==> src/rtl/icache_ds_txn_tracker_pkg.sv <==
// Types shared by the icache downstream transaction tracker and its users.
//   downstream_rxdat_t : refill payload handed to the MSHR / data-RAM write path
package icache_ds_txn_tracker_pkg;

   localparam int unsigned ADDR_WIDTH             = 32;
   localparam int unsigned ICACHE_OFFSET_WIDTH    = 6;
   localparam int unsigned LINE_ADDR_WIDTH        = ADDR_WIDTH - ICACHE_OFFSET_WIDTH;
   localparam int unsigned MSHR_ENTRY_INDEX_WIDTH = 4;
   localparam int unsigned ICACHE_REQ_TXNID_WIDTH = 5;
   localparam int unsigned DS_OPCODE_WIDTH        = 5;
   localparam int unsigned LINE_DATA_WIDTH        = 512;

   localparam logic [DS_OPCODE_WIDTH-1:0] DOWNSTREAM_OPCODE = DS_OPCODE_WIDTH'(1);

   typedef struct packed {
      logic [DS_OPCODE_WIDTH-1:0]        opcode;
      logic [ICACHE_REQ_TXNID_WIDTH-1:0] txnid;
      logic [LINE_DATA_WIDTH-1:0]        data;
      logic [MSHR_ENTRY_INDEX_WIDTH-1:0] entry_idx;
      logic                              lineA;
   } downstream_rxdat_t;

endpackage

==> src/rtl/icache_ds_txn_tracker.sv <==
// icache downstream transaction tracker.
// Allocates a downstream txnid per MSHR line-fill request, issues a registered
// downstream read, matches returning data to the owning MSHR entry by txnid and
// hands the refill onward; the txnid is recycled on the refill handshake.
//
// Ports:
//   clk, rst                  clock, asynchronous active-high reset
//   mshr_req_*                fill request from MSHR (vld/rdy, line_addr, entry_idx, lineA)
//   ds_txreq_*                downstream read request (vld/rdy, addr, opcode, txnid)
//   ds_rxdat_*                downstream data return (vld/rdy, opcode, txnid, data)
//   refill_vld/rdy/pld        refill toward MSHR / data RAM
//   outstanding_cnt           number of allocated txnids
//   err_unexp_txnid           1-cycle pulse: returned txnid not allocated
//   err_timeout               (ICACHE_DS_TIMEOUT_EN only) 1-cycle pulse when a slot
//                             first reaches TIMEOUT_CYC cycles of age
//
// Build option: define ICACHE_DS_TIMEOUT_EN to add per-slot age counters and err_timeout.
module icache_ds_txn_tracker
   import icache_ds_txn_tracker_pkg::*;
#(
   parameter int unsigned TXN_NUM     = 16,
   parameter int unsigned TIMEOUT_CYC = 1023
) (
   input  logic                              clk,
   input  logic                              rst,
   input  logic                              mshr_req_vld,
   output logic                              mshr_req_rdy,
   input  logic [LINE_ADDR_WIDTH-1:0]        mshr_req_line_addr,
   input  logic [MSHR_ENTRY_INDEX_WIDTH-1:0] mshr_req_entry_idx,
   input  logic                              mshr_req_lineA,
   output logic                              ds_txreq_vld,
   input  logic                              ds_txreq_rdy,
   output logic [ADDR_WIDTH-1:0]             ds_txreq_addr,
   output logic [DS_OPCODE_WIDTH-1:0]        ds_txreq_opcode,
   output logic [ICACHE_REQ_TXNID_WIDTH-1:0] ds_txreq_txnid,
   input  logic                              ds_rxdat_vld,
   output logic                              ds_rxdat_rdy,
   input  logic [DS_OPCODE_WIDTH-1:0]        ds_rxdat_opcode,
   input  logic [ICACHE_REQ_TXNID_WIDTH-1:0] ds_rxdat_txnid,
   input  logic [LINE_DATA_WIDTH-1:0]        ds_rxdat_data,
   output logic                              refill_vld,
   input  logic                              refill_rdy,
   output downstream_rxdat_t                 refill_pld,
   output logic [$clog2(TXN_NUM+1)-1:0]      outstanding_cnt,
   output logic                              err_unexp_txnid
`ifdef ICACHE_DS_TIMEOUT_EN
   ,
   output logic                              err_timeout
`endif
);

   localparam int unsigned IDX_W   = (TXN_NUM > 1) ? $clog2(TXN_NUM) : 1;
   localparam int unsigned CNT_W   = $clog2(TXN_NUM + 1);
   localparam int unsigned TXNID_W = ICACHE_REQ_TXNID_WIDTH;
   localparam int unsigned AGE_W   = 10;

   // Elaboration-time parameter sanity
   if (TXN_NUM < 1 || TXN_NUM > (1 << TXNID_W)) begin : g_bad_txn_num
      $error("TXN_NUM must be in 1..2**ICACHE_REQ_TXNID_WIDTH");
   end
   if (TIMEOUT_CYC < 1 || TIMEOUT_CYC >= (1 << AGE_W)) begin : g_bad_timeout
      $error("TIMEOUT_CYC must fit the 10-bit age counter");
   end

   logic [TXN_NUM-1:0]                alloc_q;
   logic [MSHR_ENTRY_INDEX_WIDTH-1:0] tbl_entry_q [TXN_NUM];
   logic                              tbl_lineA_q [TXN_NUM];

   logic                              txreq_vld_q;
   logic [LINE_ADDR_WIDTH-1:0]        txreq_line_q;
   logic [TXNID_W-1:0]                txreq_txnid_q;

   logic                              refill_vld_q;
   downstream_rxdat_t                 refill_pld_q;

   logic [CNT_W-1:0]                  cnt_q;
   logic                              err_unexp_q;

   // Lowest free slot from the start-of-cycle vector; a slot freed this cycle stays
   // marked allocated here, so it can only be reused next cycle.
   logic             any_free;
   logic [IDX_W-1:0] free_idx;
   always_comb begin
      any_free = 1'b0;
      free_idx = '0;
      for (int i = 0; i < int'(TXN_NUM); i++) begin
         if (!alloc_q[i] && !any_free) begin
            any_free = 1'b1;
            free_idx = IDX_W'(i);
         end
      end
   end

   logic req_fire;
   logic refill_fire;
   logic rx_fire;
   logic rx_hit;
   logic rx_freeing;
   logic [31:0]      alloc_pad;
   logic [IDX_W-1:0] rx_idx;
   logic [IDX_W-1:0] rel_idx;

   assign mshr_req_rdy = ~rst & any_free & (~txreq_vld_q | ds_txreq_rdy);
   assign req_fire     = mshr_req_vld & mshr_req_rdy;
   assign refill_fire  = refill_vld_q & refill_rdy;
   assign ds_rxdat_rdy = ~rst & (~refill_vld_q | refill_rdy);
   assign rx_fire      = ds_rxdat_vld & ds_rxdat_rdy;

   // Zero-padded view so any 5-bit txnid indexes safely; ids >= TXN_NUM read as free.
   assign alloc_pad  = 32'(alloc_q);
   assign rx_idx     = ds_rxdat_txnid[IDX_W-1:0];
   assign rel_idx    = refill_pld_q.txnid[IDX_W-1:0];
   // A repeat of the txnid being released this very cycle is a stray beat.
   assign rx_freeing = refill_fire && (refill_pld_q.txnid == ds_rxdat_txnid);
   assign rx_hit     = alloc_pad[ds_rxdat_txnid] & ~rx_freeing;

   // One-hot set/clear masks for the slot vector
   logic [TXN_NUM-1:0] alloc_set;
   logic [TXN_NUM-1:0] alloc_clr;
   always_comb begin
      alloc_set = '0;
      alloc_clr = '0;
      if (req_fire)    alloc_set[free_idx] = 1'b1;
      if (refill_fire) alloc_clr[rel_idx]  = 1'b1;
   end

   // Slot vector, occupancy count and unexpected-txnid pulse
   always_ff @(posedge clk or posedge rst) begin
      if (rst) begin
         alloc_q     <= '0;
         cnt_q       <= '0;
         err_unexp_q <= 1'b0;
      end else begin
         alloc_q     <= (alloc_q | alloc_set) & ~alloc_clr;
         cnt_q       <= cnt_q + CNT_W'(req_fire) - CNT_W'(refill_fire);
         err_unexp_q <= rx_fire & ~rx_hit;
      end
   end

   // Slot table: owner of each txnid; contents only meaningful while allocated
   always_ff @(posedge clk) begin
      if (req_fire) begin
         tbl_entry_q[free_idx] <= mshr_req_entry_idx;
         tbl_lineA_q[free_idx] <= mshr_req_lineA;
      end
   end

   // Downstream request output register
   always_ff @(posedge clk or posedge rst) begin
      if (rst) begin
         txreq_vld_q <= 1'b0;
      end else if (req_fire) begin
         txreq_vld_q <= 1'b1;
      end else if (ds_txreq_rdy) begin
         txreq_vld_q <= 1'b0;
      end
   end

   always_ff @(posedge clk) begin
      if (req_fire) begin
         txreq_line_q  <= mshr_req_line_addr;
         txreq_txnid_q <= TXNID_W'(free_idx);
      end
   end

   // Refill output register
   always_ff @(posedge clk or posedge rst) begin
      if (rst) begin
         refill_vld_q <= 1'b0;
      end else if (rx_fire && rx_hit) begin
         refill_vld_q <= 1'b1;
      end else if (refill_rdy) begin
         refill_vld_q <= 1'b0;
      end
   end

   always_ff @(posedge clk) begin
      if (rx_fire && rx_hit) begin
         refill_pld_q.opcode    <= ds_rxdat_opcode;
         refill_pld_q.txnid     <= ds_rxdat_txnid;
         refill_pld_q.data      <= ds_rxdat_data;
         refill_pld_q.entry_idx <= tbl_entry_q[rx_idx];
         refill_pld_q.lineA     <= tbl_lineA_q[rx_idx];
      end
   end

`ifdef ICACHE_DS_TIMEOUT_EN
   localparam logic [AGE_W-1:0] AGE_MAX = AGE_W'(TIMEOUT_CYC);

   logic [AGE_W-1:0] age_q [TXN_NUM];
   logic             err_timeout_q;
   logic             to_hit;

   // A slot crosses into timeout on this edge (and is not being released)
   always_comb begin
      to_hit = 1'b0;
      for (int i = 0; i < int'(TXN_NUM); i++) begin
         if (alloc_q[i] && !alloc_clr[i] && (age_q[i] == AGE_MAX - AGE_W'(1))) begin
            to_hit = 1'b1;
         end
      end
   end

   always_ff @(posedge clk or posedge rst) begin
      if (rst) begin
         for (int i = 0; i < int'(TXN_NUM); i++) age_q[i] <= '0;
         err_timeout_q <= 1'b0;
      end else begin
         for (int i = 0; i < int'(TXN_NUM); i++) begin
            if (alloc_set[i]) begin
               age_q[i] <= '0;
            end else if (alloc_q[i] && (age_q[i] != AGE_MAX)) begin
               age_q[i] <= age_q[i] + AGE_W'(1);
            end
         end
         err_timeout_q <= to_hit;
      end
   end

   assign err_timeout = err_timeout_q;
`endif

   assign ds_txreq_vld    = txreq_vld_q;
   assign ds_txreq_addr   = {txreq_line_q, ICACHE_OFFSET_WIDTH'(0)};
   assign ds_txreq_opcode = DOWNSTREAM_OPCODE;
   assign ds_txreq_txnid  = txreq_txnid_q;
   assign refill_vld      = refill_vld_q;
   assign refill_pld      = refill_pld_q;
   assign outstanding_cnt = cnt_q;
   assign err_unexp_txnid = err_unexp_q;

endmodule
==> config.mk <==
export PLATFORM = sky130hd
export DESIGN_NAME = icache_ds_txn_tracker
export DESIGN_NICKNAME = d
export VERILOG_FILES = /design/src/rtl/icache_ds_txn_tracker_pkg.sv /design/src/rtl/icache_ds_txn_tracker.sv
export SDC_FILE = /design/constraint.sdc
export NUM_CORES = 1
export LEC_CHECK = 0
export ABC_AREA = 1
export ABC_CLOCK_PERIOD_IN_PS = 25300
export CAP_MARGIN = 20
export CORE_AREA = 2 2 447 449
export DETAILED_ROUTE_END_ITERATION = 7
export DIE_AREA = 0 0 449 451
export GPL_TIMING_DRIVEN = 1
export PLACE_DENSITY = 0.42
export SYNTH_ARGS = -nofsm -noshare
export SYNTH_HDL_FRONTEND = slang
export SYNTH_SLANG_ARGS = --single-unit
==> constraint.sdc <==
create_clock -name clk -period 25.3 [get_ports clk]
set_input_delay 5.06 -clock clk [delete_from_list [all_inputs] [get_ports clk]]
set_output_delay 5.06 -clock clk [all_outputs]
set_load 0.05 [all_outputs]
==> results.py <==
metrics = {
    "grt": {
        "use_met1_pct": 13.7,
        "overflow": 0,
        "track_usage_pct": 12.8,
        "antenna_found_initial": 82,
        "grt_pass1_vias": 14700,
        "met3_usage_pct": 4.08,
        "gr-max-usage-layer": "met2",
        "grt_pass1_wl_mm": 167,
        "met2_usage_pct": 24.2,
        "grt_max_degree": 143,
    },
    "worst_setup_path": {
        "arrival_ns": 6.74,
        "required_ns": 20.24,
        "reg2reg_slack_ns": 20.83,
        "rr_startpoint": "alloc_q[9]$_DFF_PP0_",
        "worstPathMaxFanout": 2,
        "start_kind": "input pin",
        "r2r_end": "refill_pld[168]$_DFFE_PP_",
        "worstSetupPathType": "input pin to primary output",
        "ff2ff_path_depth": 11,
        "endpoint_kind": "primary output",
    },
    "synth": {
        "ys_seq_area_share_pct": 90.9,
        "ys_ff_latch": 661,
        "synth_cell_type_count": 35,
        "synth_top_cell_by_area": "edfxtp_1",
        "async_flop_share_pct": 3.63,
        "synthCells": 1039,
        "syn_area_per_cell_um2": 20.9,
        "synth.area.top_cells": "edfxtp_1, dfrtp_1, nor2_1",
        "synth_edf_count": 637,
        "ys.flop_type": "edfxtp_1",
        "synth_area_mm2": 0.0217,
        "yosysTopAreaCellShare_pct": 88.2,
        "synth-warning-count": 0,
    },
    "detailed_routing": {
        "drc": 0,
        "antenna_left": 0,
        "wl_per_cell_um": 27.1,
        "num_vias": 14900,
        "wirelength_mm": 135,
        "first_pass_iters": 5,
        "via_per_inst": 2.99,
        "drtIter0Drc": 975,
    },
    "timing": {
        "min_period_ns": 11.80,
        "finalCritPeriodShare_pct": 46.6,
        "hold_violations": 0,
        "maxSlewViolCount": 0,
        "setup_viol": 0,
        "tightestPinTransition_ns": 1.11,
        "rsz0062_at_grt": "no",
        "fmax_mhz": 84.8,
        "fin_skew_ns": 0.0436,
        "relSlewSlack_pct": 26.1,
        "timing.hold.ws_ns": 0.520,
        "tns_ns": 0,
    },
    "placed_design": {
        "gp_congestion": 0.895,
        "hpwl_mm": 112,
        "portBuffers": 1125,
        "dp.cells": 4810,
    },
    "clock_tree": {
        "post-cts-setup-buffer-count": 0,
        "clkTransAtPathRegs_ns": 0.05,
        "cts_htree_levels": 3,
        "cts.sinks": 661,
        "tritoncts": "built",
        "cts_resized": 0,
        "clock_path_buffers": 3,
        "numCtsBuffers": 87,
        "clock_latency_ns": 0.73,
        "ctsHoldBuffers": 0,
        "root_buffer": "clkbuf_16",
    },
    "min_path": {
        "hold_path.class": "flip-flop to flip-flop",
        "min_to": "outstanding_cnt[0]$_DFF_PP0_",
        "hold_path.startpoint": "outstanding_cnt[0]$_DFF_PP0_",
        "hold_path_depth": 1,
    },
    "power_and_ir_drop": {
        "p_leak_nw": 12.9,
        "p_per_area_mw_per_mm2": 74.6,
        "ir_drop_v": 0.0000426,
    },
    "final_layout": {
        "final_nets": 2809,
        "layout.filler_cells": 21200,
        "area_growth_pct": 80.7,
        "utilization_pct": 19.8,
        "fin_cells": 4976,
        "drive_gt1_share_pct": 7.13,
    },
    "floorplanning": {
        "die_h_um": 451,
        "start_util_pct": 10.9,
        "die_area_mm2": 0.202,
        "dieWidth_um": 449,
        "core_mm2": 0.198,
        "num_io_pins": 1138,
        "rows": 164,
    },
    "run_status": {
        "outcome": "complete, no violations",
    },
    "run": {
        "cap_violations": 0,
    },
}
[synthesized netlist by cell type, types with 4 or more instances]
| library cell | instances |
|---|---|
| dfrtp_1 | 24 |
| nand3_1 | 21 |
| xor2_1 | 4 |
| ha_1 | 5 |
| buf_4 | 12 |
| o22ai_1 | 8 |
| a21oi_1 | 24 |
| o221ai_1 | 14 |
| clkbuf_1 | 16 |
| nor3_1 | 9 |
| o21ai_0 | 51 |
| nor2_1 | 85 |
| inv_1 | 53 |
| nand2_1 | 32 |
| edfxtp_1 | 637 |
| o211ai_1 | 8 |
| nand2_2 | 10 |
[per-layer routing]
layer,part of all wire (%),vias up
li1,-,6394
met1,37,7402
met2,54,820
met3,7.1,257
met4,2.4,4
met5,0.014,-
[through the flow]
stage | total power, mW | setup slack [ns] | area, um2
floorplan | 1.49 | 5.03 | 21700
finish | 2.93 | 13.50 | 39200
detailed placement | 1.68 | 13.50 | 36300
CTS | 2.98 | 13.50 | 39200
global route | 3.04 | 13.44 | 39200
global placement | 1.68 | 13.40 | 36200
[sequential cells by signal (all words and copies together), names as in the netlist]
name / count
alloc_q: 16
ds_txreq_txnid: 4
ds_txreq_vld: 1
err_unexp_txnid: 1
outstanding_cnt: 5
refill_pld: 527
refill_vld: 1
tbl_entry_q: 64
tbl_lineA_q: 16
txreq_line_q: 26
[cell usage in the layout (no fill, tap or decap), types with 5 or more instances in the layout]
cell type / Yosys / final
buf_4: 12 / 8
clkbuf_1: 16 / 13
nor2_1: 85 / 84
clkinv_4: 0 / 5
clkbuf_16: 0 / 88
o21ai_0: 51 / 51
diode_2: 0 / 7
clkdlybuf4s50_1: 0 / 1124
ha_1: 5 / 5
bufinv_16: 0 / 9
o221ai_1: 14 / 14
conb_1: 2 / 12
dfrtp_1: 24 / 24
nand2_2: 10 / 10
nor3_1: 9 / 9
inv_1: 53 / 53
edfxtp_1: 637 / 637
nand3_1: 21 / 21
clkinv_1: 0 / 16
a21oi_1: 24 / 24
clkinv_2: 0 / 16
o211ai_1: 8 / 8
o22ai_1: 8 / 8
nand2_1: 32 / 32
[report_power, final]
group	total [mW]	leakage (nW)	internal (mW)	switching, mW
logic	0.386	5.42	0.153	0.233
clock network	1.27	1.40	0.736	0.534
registers	1.27	6.04	1.25	0.0214
[worst max path at each step]
| stage | startpoint | endpoint | cells after the start |
|---|---|---|---|
| floorplan | refill_rdy | refill_pld[0]$_DFFE_PP_ | 4 |
| global placement | ds_txreq_rdy | mshr_req_rdy | 6 |
| detailed placement | ds_txreq_rdy | mshr_req_rdy | 6 |
| CTS | ds_txreq_rdy | mshr_req_rdy | 6 |
| global route | ds_txreq_rdy | mshr_req_rdy | 6 |
| finish | ds_txreq_rdy | mshr_req_rdy | 6 |
[cells by family (layout without fill, tap and decap cells)]
| logic type | count (synthesis) | in the layout | synth area share [%] |
|---|---|---|---|
| flip-flops | 661 | 661 | 90.9 |
| buffers and inverters | 85 | 1349 | 1.78 |
| XOR/XNOR | 5 | 5 | 0.202 |
| AND/OR/NAND/NOR | 170 | 170 | 3.67 |
| adder cells (fa/ha/maj) | 6 | 6 | 0.381 |
| other | 2 | 19 | 0.0346 |
| AO/OA/AOI/OAI | 110 | 110 | 3.00 |
[critical path, cell delays in order]
cell             delay (ns)
clkdlybuf4s50_1        0.47
nor2_1                 0.05
nor2_1                 0.22
nand2_1                0.08
inv_1                  0.06
clkdlybuf4s50_1        0.79
[cell type report]
type | instances | area, um2 | share of cell area [%]
Tap cell | 2656 | 3320 | 8.47
Timing Repair Buffer | 1137 | 11400 | 29.1
Clock inverter | 57 | 633 | 1.61
Antenna cell | 7 | 17.5 | 0.0447
Clock buffer | 101 | 2250 | 5.74
Sequential cell | 661 | 19700 | 50.3
Multi-Input combinational cell | 303 | 1630 | 4.17
Inverter | 54 | 208 | 0.530
Power figures use the tool's default switching activity.
==> edit (same settings) <==
Build with the macro `ICACHE_DS_TIMEOUT_EN` defined.
--- a/src/rtl/icache_ds_txn_tracker.sv
+++ b/src/rtl/icache_ds_txn_tracker.sv
@@ -17,2 +17,4 @@
 // Build option: define ICACHE_DS_TIMEOUT_EN to add per-slot age counters and err_timeout.
+`define ICACHE_DS_TIMEOUT_EN
+
 module icache_ds_txn_tracker
Behaviour (old outputs only; new: err_timeout): unchanged (equiv_simple and equiv_induct, registers matched by name and starting in step).
==> edit against the unedited design <==
Register-to-register slack worse by 300 ps. Non-clock buffer count rose by 8. Sequential cell count increased by 161. Critical endpoint unchanged. Largest power group unchanged. Largest cell class unchanged. Design area grew 25%. Wire length grew 48%. Power grew 42%. Synthesized area rose by 42%. Critical path depth fell by 1. Worst setup slack worse by 66 ps. Final cell count rose by 24%. Hold slack worse by 23 ps.
==> edit: results (changes against the unedited design) <==
STA
  • Worst Skew: 63.4 ps (was 43.6 ps)
  • Hold Slack: 497 ps (was 520 ps)
  • Worst-Margin Slew: 1150 ps (was 1110 ps)

Min path
  • Hold_sp: age_q[77] (was outstanding_cnt[0])
  • Hold EP: age_q[77] (was outstanding_cnt[0])
  • Worst hold stages: 2 (was 1)

Worst setup path
  • Reg-to-reg critical path startpoint: alloc_q[14] (was alloc_q[9])
  • R2R Setup Slk: 20530 ps (was 20830 ps)
  • Worst r2r path cells: 12 (was 11)
  • WP data arrival: 6800 ps (was 6740 ps)
  • R2R Path End: refill_pld[183] (was refill_pld[168])
  • Crit-path max FO: 3 (was 2)

Placed design
  • I/O Buffers: 1126 (was 1125)
  • Place WS: 13460 ps (was 13500 ps)
  • Post-DP Area: 45300 um^2 (was 36300 um^2)
  • Routability congestion estimate: 0.945 (was 0.895)
  • Hpwl dp: 165000 um (was 112000 um)

Synth
  • Post-synth cell types: 53 (was 35)
  • Synth Area in Compound Gates: 3.81% (was 3.00%)
  • Dominant cells by area after synthesis: edfxtp_1, dfrtp_1, nand2_1 (was edfxtp_1, dfrtp_1, nor2_1)
  • Synth Area in XOR/XNOR: 2.64% (was 0.202%)
  • Asr flop ratio synth: 22.5% (was 3.63%)
  • Sequential fraction of the synthesis area: 77.1% (was 90.9%)
  • Synth Area in Adders: 1.53% (was 0.381%)
  • Synth top cells by count: edfxtp_1, nand2_1, inv_1 (was edfxtp_1, nor2_1, inv_1)

Layout
  • Layout cells sized above 1: 6.49% (was 7.13%)
  • Nets: 3997 (was 2809)

Drt
  • First-iteration detailed-routing DRC count: 2070 (was 975)
  • Final wirelength: 200000 um (was 135000 um)
  • Vias per cell: 3.79 (was 2.99)

Pwr
  • Pleak: 18.2 nW (was 12.9 nW)
  • Worst vdd ir: 56.6 uV (was 42.6 uV)

Global routing
  • Initial antenna violation count: 142 (was 82)
  • GRT Overall Usage: 19.1% (was 12.8%)
  • Largest net degree at the start of global routing: 121 (was 143)
  • Global-route wire length before repair: 249000 um (was 167000 um)
  • Vias in the first global route: 22423 (was 14721)

Status
  • Status: completed (unchanged)

Clocking
  • Clock network latency to the later pin of the worst-skew pair: 750 ps (was 730 ps)
[edit: cell count changes in the layout (fill, tap and decap cells not counted), sizes merged, moves of 30 or more]
cell	before	now
nand2	42	278
inv	59	242
nand3	24	192
dfrtp	24	185
nor2	88	176
xor2	4	69
a21oi	25	71
ha	5	36
clkbuf	101	131
[edit: cells by family after synthesis]
logic type,count (synthesis)
flip-flops,822
AND/OR/NAND/NOR,747
buffers and inverters,289
AO/OA/AOI/OAI,200
XOR/XNOR,93
adder cells (fa/ha/maj),37
other,2
[edit: per-stage QoR]
| step | cells | utilization [%] |
|---|---|---|
| floorplan | 2200 | - |
| global placement | 5949 | 22.9 |
| detailed placement | 5950 | 22.9 |
| CTS | 6138 | 24.6 |
| global route | 6146 | 24.6 |
| finish | 6164 | 24.6 |
[edit: worst max-delay path by stage]
stage | start | to | slack (ps) | cells past startpoint
final | rst | mshr_req_rdy | 13440 | 5
after global routing | rst | mshr_req_rdy | 13370 | 5
after CTS | rst | mshr_req_rdy | 13450 | 5
after detailed placement | rst | mshr_req_rdy | 13460 | 5
after global placement | rst | mshr_req_rdy | 13430 | 5
after floorplan | ds_rxdat_txnid[1] | refill_pld[0] | 5020 | 9
[edit: critical path: stages]
cell	delay (ps)
clkdlybuf4s50_1	510
nor2_1	280
nand2_1	100
inv_1	60
clkdlybuf4s50_1	790
[edit: routing by layer]
metal | global-route usage [%] | up-vias | wire (um)
li1 | - | 10119 | -
met1 | 24.8 | 11893 | 84600
met2 | 28.7 | 1056 | 87800
met3 | 8.42 | 259 | 22600
met4 | 4.73 | 62 | 4140
met5 | 0 | - | 413
[edit: power by group]
group          internal [mW]  leakage (nW)  switching (mW)  total (mW)
registers               1.63          8.04           0.146        1.77
clock network          0.857          1.64           0.655        1.51
logic                  0.336          8.48           0.525       0.862
[edit: final cells by class]
type / instances / area, um^2
Antenna cell: 25 / 62.6
Clock buffer: 131 / 2790
Clock inverter: 57 / 606
Fill cell: 20858 / 149000
Inverter: 239 / 905
Multi-Input combinational cell: 1089 / 5930
Sequential cell: 822 / 23800
Tap cell: 2656 / 3320
Timing Repair Buffer: 1145 / 11500
